[src/rtl/fifo_sample_reader.sv]
// fifo_sample_reader: drains a normal-mode FIFO into a framed valid/ready stream via a 2-entry skid buffer.
// Define FIFO_SAMPLE_READER_HEADER_EN to prefix each frame with {16'hA5A5, frame_count, cycle counter}.
module fifo_sample_reader #(
  parameter int DATA_WIDTH  = 64,
  parameter int FRAME_WORDS = 16
) (
  input  logic                  clk,
  input  logic                  clear_n,
  input  logic                  enable,
  input  logic [DATA_WIDTH-1:0] fifo_q,
  input  logic                  fifo_rdempty,
  input  logic                  fifo_rdfull,
  output logic                  fifo_rdreq,
  output logic [DATA_WIDTH-1:0] m_data,
  output logic                  m_valid,
  input  logic                  m_ready,
  output logic                  m_last,
  output logic [15:0]           frame_count,
  output logic                  overflow
);
  typedef enum logic [1:0] {IDLE, HDR, DATA} state_t;
  state_t state_q, state_d;
  logic [DATA_WIDTH-1:0] b0_q, b0_d, b1_q, b1_d, m_data_q, m_data_d, hdr_word;
  logic [1:0] cnt_q, cnt_d, occ;
  logic inf_q, m_valid_q, m_valid_d, m_last_q, m_last_d, ovf_q, ovf_d;
  logic [15:0] idx_q, idx_d, fc_q, fc_d;
  logic hs, can_ld, pop, ld_hdr, idx_last;
`ifdef FIFO_SAMPLE_READER_HEADER_EN
  logic [31:0] cyc_q;
  always_ff @(posedge clk)
    if (!clear_n) cyc_q <= '0;
    else cyc_q <= cyc_q + 32'd1;
`endif
  always_comb begin
    hs = m_valid_q & m_ready;
    can_ld = !m_valid_q | m_ready;
    idx_last = idx_q == 16'(FRAME_WORDS - 1);
`ifdef FIFO_SAMPLE_READER_HEADER_EN
    // header goes out from IDLE, or directly behind the last word so frames cost only one extra cycle
    ld_hdr = cnt_q != 2'd0 && (state_q == IDLE ? can_ld : state_q == DATA && hs && m_last_q);
    pop = cnt_q != 2'd0 && !ld_hdr && (state_q == HDR ? hs : state_q == DATA && can_ld && !(m_valid_q && m_last_q));
    hdr_word = DATA_WIDTH'({16'hA5A5, fc_q, cyc_q});
`else
    ld_hdr = 1'b0;
    pop = cnt_q != 2'd0 && can_ld;
    hdr_word = '0;
`endif
    // occupancy after this cycle's pop, so streaming sustains one read per cycle
    occ = cnt_q - {1'b0, pop};
    fifo_rdreq = clear_n && enable && !fifo_rdempty && (occ + {1'b0, inf_q}) < 2'd2;
    b0_d = (inf_q && occ == 2'd0) ? fifo_q : pop ? b1_q : b0_q;
    b1_d = (inf_q && occ == 2'd1) ? fifo_q : b1_q;
    cnt_d = occ + {1'b0, inf_q};
    m_valid_d = ld_hdr | pop | (m_valid_q & !m_ready);
    m_data_d = ld_hdr ? hdr_word : pop ? b0_q : m_data_q;
    m_last_d = !ld_hdr && (pop ? idx_last : m_last_q);
    idx_d = pop ? (idx_last ? 16'd0 : idx_q + 16'd1) : idx_q;
    fc_d = fc_q + {15'd0, hs & m_last_q};
    ovf_d = ovf_q | fifo_rdfull;
    state_d = state_q;
    case (state_q)
`ifdef FIFO_SAMPLE_READER_HEADER_EN
      IDLE: if (ld_hdr) state_d = HDR;
`else
      IDLE: if (cnt_q != 2'd0) state_d = DATA;
`endif
      HDR: if (hs) state_d = DATA;
      DATA: if (hs && m_last_q) begin
        if (ld_hdr) state_d = HDR;
        else state_d = IDLE;
      end
      default: state_d = IDLE;
    endcase
  end
  always_ff @(posedge clk)
    if (!clear_n) begin
      state_q <= IDLE;
      b0_q <= '0;
      b1_q <= '0;
      cnt_q <= '0;
      inf_q <= 1'b0;
      m_valid_q <= 1'b0;
      m_data_q <= '0;
      m_last_q <= 1'b0;
      idx_q <= '0;
      fc_q <= '0;
      ovf_q <= 1'b0;
    end else begin
      state_q <= state_d;
      b0_q <= b0_d;
      b1_q <= b1_d;
      cnt_q <= cnt_d;
      inf_q <= fifo_rdreq;
      m_valid_q <= m_valid_d;
      m_data_q <= m_data_d;
      m_last_q <= m_last_d;
      idx_q <= idx_d;
      fc_q <= fc_d;
      ovf_q <= ovf_d;
    end
  assign m_data = m_data_q;
  assign m_valid = m_valid_q;
  assign m_last = m_last_q;
  assign frame_count = fc_q;
  assign overflow = ovf_q;
endmodule

[config.mk]
export PLATFORM = sky130hd
export DESIGN_NAME = fifo_sample_reader
export DESIGN_NICKNAME = d
export VERILOG_FILES = /design/src/rtl/fifo_sample_reader.sv
export SDC_FILE = /design/constraint.sdc
export NUM_CORES = 1
export LEC_CHECK = 0
export BUFFER_PORTS_ARGS = -buffer_cell sky130_fd_sc_hd__buf_2
export CAP_MARGIN = 25
export CORE_MARGIN = 2
export CORE_UTILIZATION = 45
export CTS_CLUSTER_DIAMETER = 80
export DETAILED_ROUTE_END_ITERATION = 12
export GPL_TIMING_DRIVEN = 0
export MAX_ROUTING_LAYER = met4
export PLACE_DENSITY = 0.66
export SYNTH_ARGS = -nofsm -noshare
export SYNTH_HDL_FRONTEND = slang
export SYNTH_SLANG_ARGS = --single-unit
[constraint.sdc]
create_clock -name clk -period 8.3 [get_ports clk]
set_clock_uncertainty 0.15 [all_clocks]
set_input_delay 1.66 -clock clk [delete_from_list [all_inputs] [get_ports clk]]
set_output_delay 1.66 -clock clk [all_outputs]
set_load 0.01 [all_outputs]
==> results.md <==
| Quantity | Reported | Unit |
|:---|:---|:---|
| Final Cycle Share | 71.22 | % |
| XOR/XNOR share of the synthesized area | 2.189 | % |
| Proportion of synthesized chip area in sequential cells | 52.30 | % |
| Die footprint | 20700 | um^2 |
| Sort of element at the end of the critical path | output port | - |
| Number of design rule violations left after detail routing | 0 | - |
| Starting Density | 45.53 | % |
| Flip-flop and latch count after synthesis | 230 | - |
| Total negative setup slack | 0 | ns |
| Status | finished, final reports clean | - |
| Commonest non-fill, non-tap cell in the layout | nand2_1 | - |
| H-tree level count | 1 | - |
| Worst setup margin | 2.389 | ns |
| Final routed wirelength across all metal layers | 22250 | um |
| Placed Area | 9901 | um^2 |
| Fin. max-slew vios | 0 | - |
| Finished Cell Area | 10650 | um^2 |
| Mapped cell area | 8803 | um^2 |
| Final critical delay including setup and external delays | 5.911 | ns |
| Maximum vdd drop | 0.1865 | mV |
| Wire length of the first global-routing pass | 35780 | um |
| Slew headroom | 57.74 | % |
| First-pass iteration count of the detailed router | 5 | - |
| Growth of design area from synthesis to finish | 20.99 | % |
| Area of all sequential standard cells | 4604 | um^2 |
| Number of flops mapped to enable cells by yosys | 0 | - |
| Number of buffers on the longest clock path | 3 | - |
| Leakage | 3.932 | nW |
| Core box area | 19330 | um^2 |
| Clock insertion delay at the later pin of the skew report | 0.51 | ns |
| Max Cap Violations | 0 | - |
| Main flop type after synthesis | dfxtp_1 | - |
| Synth async-reset ratio | 0 | % |
| Power Dens Cells | 270.1 | nW/um^2 |
| Syn Area/Cell | 8.514 | um^2 |
| Initial drt markers | 305 | - |
| Chip Width | 143.9 | um |
| RSZ-0062 raised after global routing | false | - |
| Number of buffer cells added on primary ports | 153 | - |
| Via count of the first global-routing pass | 7206 | - |
| Complex-gate fraction of the synthesized area | 11.57 | % |
| GR Util All Layers | 22.07 | % |
| Final HPWL from detailed placement | 15550 | um |
| Number of nets in the layout | 1288 | - |
| CTS clk-pin slew, worst paths | 0.06 | ns |
| Clock Sinks | 230 | - |
| Clock tree from TritonCTS | built | - |
| Post-Route Utilization | 55.09 | % |
| Via count | 7611 | - |
| Final estimated routing congestion in global placement | 0.8314 | - |
| Worst min-delay path class | reg -> reg | - |
| Total congestion overflow after global routing | 0 | - |
| Combined area of the multi-input logic cells | 3875 | um^2 |
| Buffer cell driving the clock tree root | clkbuf_16 | - |
| Antenna violations before repair | 3 | - |
| Final count of negative-setup-slack endpoints | 0 | - |
| Adder-cell share of the synthesized area | 0.7106 | % |
| Worst setup SP type | input pin | - |
| Height of the die | 143.9 | um |
| Post-synthesis simple-gate area fraction | 22.27 | % |
| Main combinational cell family by area after synthesis | simple AND/OR/NAND/NOR gates | - |
| Count of warnings emitted by yosys | 0 | - |
| Per-cell via count in the routed design | 5.094 | - |
| Number of buffers created by CTS | 24 | - |
| Cell count after synthesis | 1034 | - |
| Top-level I/O count | 154 | - |
| CTS Hold Bufs | 0 | - |
| Top library cells by usage in the layout, fill and taps aside | nand2_1, dfxtp_1, buf_2 | - |
| Share of final-layout standard cells stronger than drive strength 1 | 17.05 | % |
| Maximum fanout along the worst path | 10 | - |
| Post-route antenna net violation count | 0 | - |
| Pin count of the biggest net entering global routing | 14 | - |
| Syn Nets | 1109 | - |
| Slew @ Worst Pin | 0.6339 | ns |
| Post-DR wirelength/cell | 14.89 | um |
| Resize count post-CTS | 0 | - |
| Critical Path AT | 4.10 | ns |
| Achievable clock frequency | 0.1692 | GHz |
| Pre-CTS worst setup slack | 2.373 | ns |
| Share of synthesized area spent on multiplexers | 7.277 | % |
| Crit path kind | in -> out | - |
| Final-report hold violation count | 0 | - |
| Total power of the final layout | 0.002877 | W |
| FILL cells | 1852 | - |
| Site row count | 51 | - |
| Total setup buffers inserted after CTS | 0 | - |
| Worst path required time | 6.49 | ns |
| Post-synthesis cell type count | 35 | - |
## kinds of logic (layout without fill, tap and decap cells)
group | count (synthesis) | count (layout)
AND/OR/NAND/NOR | 481 | 481
flip-flops | 230 | 230
AO/OA/AOI/OAI | 151 | 151
buffers and inverters | 81 | 273
multiplexers | 64 | 64
XOR/XNOR | 22 | 22
adder cells (fa/ha/maj) | 5 | 5
other | 0 | 3
## registers in the layout, summed over array words and instances (netlist names)
name / flops
inf_q: 1
b1_q: 64
overflow: 1
m_valid: 1
frame_count: 16
m_last: 1
m_data: 64
b0_q: 64
cnt_q: 2
idx_q: 16
## critical path, cell delays in order
cell and delay [ns]:
buf_2 0.11, nand2b_1 0.18, nand2_2 0.25, clkinv_1 0.21
buf_2 0.25, buf_1 0.27, ha_1 0.37, inv_1 0.05
ha_1 0.19, xnor2_1 0.16, nor3_1 0.22, buf_2 0.17
## routing by layer
| layer | vias to the layer above | wire (um) | share of wire [%] | GRT usage, % |
|---|---|---|---|---|
| li1 | 3870 | - | - | - |
| met1 | 3481 | 10210 | 46 | 28.56 |
| met2 | 213 | 10200 | 46 | 35.01 |
| met3 | 47 | 1276 | 5.7 | 3.899 |
| met4 | 0 | 567 | 2.5 | 7.534 |
| met5 | - | 0 | 0 | - |
## path summary, 6_finish.rpt
check | slack (ns) | depth (start not counted) | end | from
max | 2.39 | 12 | fifo_rdreq | m_ready
min | 0.30 | 2 | m_data[56]$_SDFFE_PN0P_ | m_data[56]$_SDFFE_PN0P_
max reg2reg | 4.68 | 12 | b1_q[28]$_SDFFE_PN0P_ | cnt_q[1]$_SDFF_PN0_
min reg2reg | 0.30 | 2 | m_data[56]$_SDFFE_PN0P_ | m_data[56]$_SDFFE_PN0P_
## layout make-up
type / count / share of cell area [%]
inverter: 7 / 0.2467
multi-input combinational: 723 / 36.38
antenna: 3 / 0.07048
clock buffer: 33 / 6.437
sequential: 230 / 43.23
buffer: 74 / 2.796
timing repair buffer: 153 / 7.189
clock inverter: 6 / 0.5403
tap: 265 / 3.113
## power by group
group,internal [W],switching (W)
registers,0.00120,0.0000502
clock network,0.000603,0.000423
logic,0.000166,0.000430
total,0.00197,0.000904
## cells in the mapped netlist (7+ instances only)
cell,instances,area [um^2]
nand2_1,270,1013
dfxtp_1,230,4604
nor2_1,151,566.8
a21oi_1,76,380.4
a311oi_1,64,560.5
mux2i_1,64,640.6
clkbuf_1,52,195.2
buf_2,16,80.08
xnor2_1,16,140.1
nand3_1,12,60.06
nor4_1,8,50.05
or3_1,7,43.79
## per-stage QoR
stage,cells,hold slack (ns)
6_report,1494,0.2988
5_1_grt,1494,0.3215
4_1_cts,1491,0.3005
3_5_place_dp,1452,0.2930
3_3_place_gp,1452,0.2899
2_1_floorplan,1034,0.2821
Note: power is estimated with default switching activity, not from simulation.
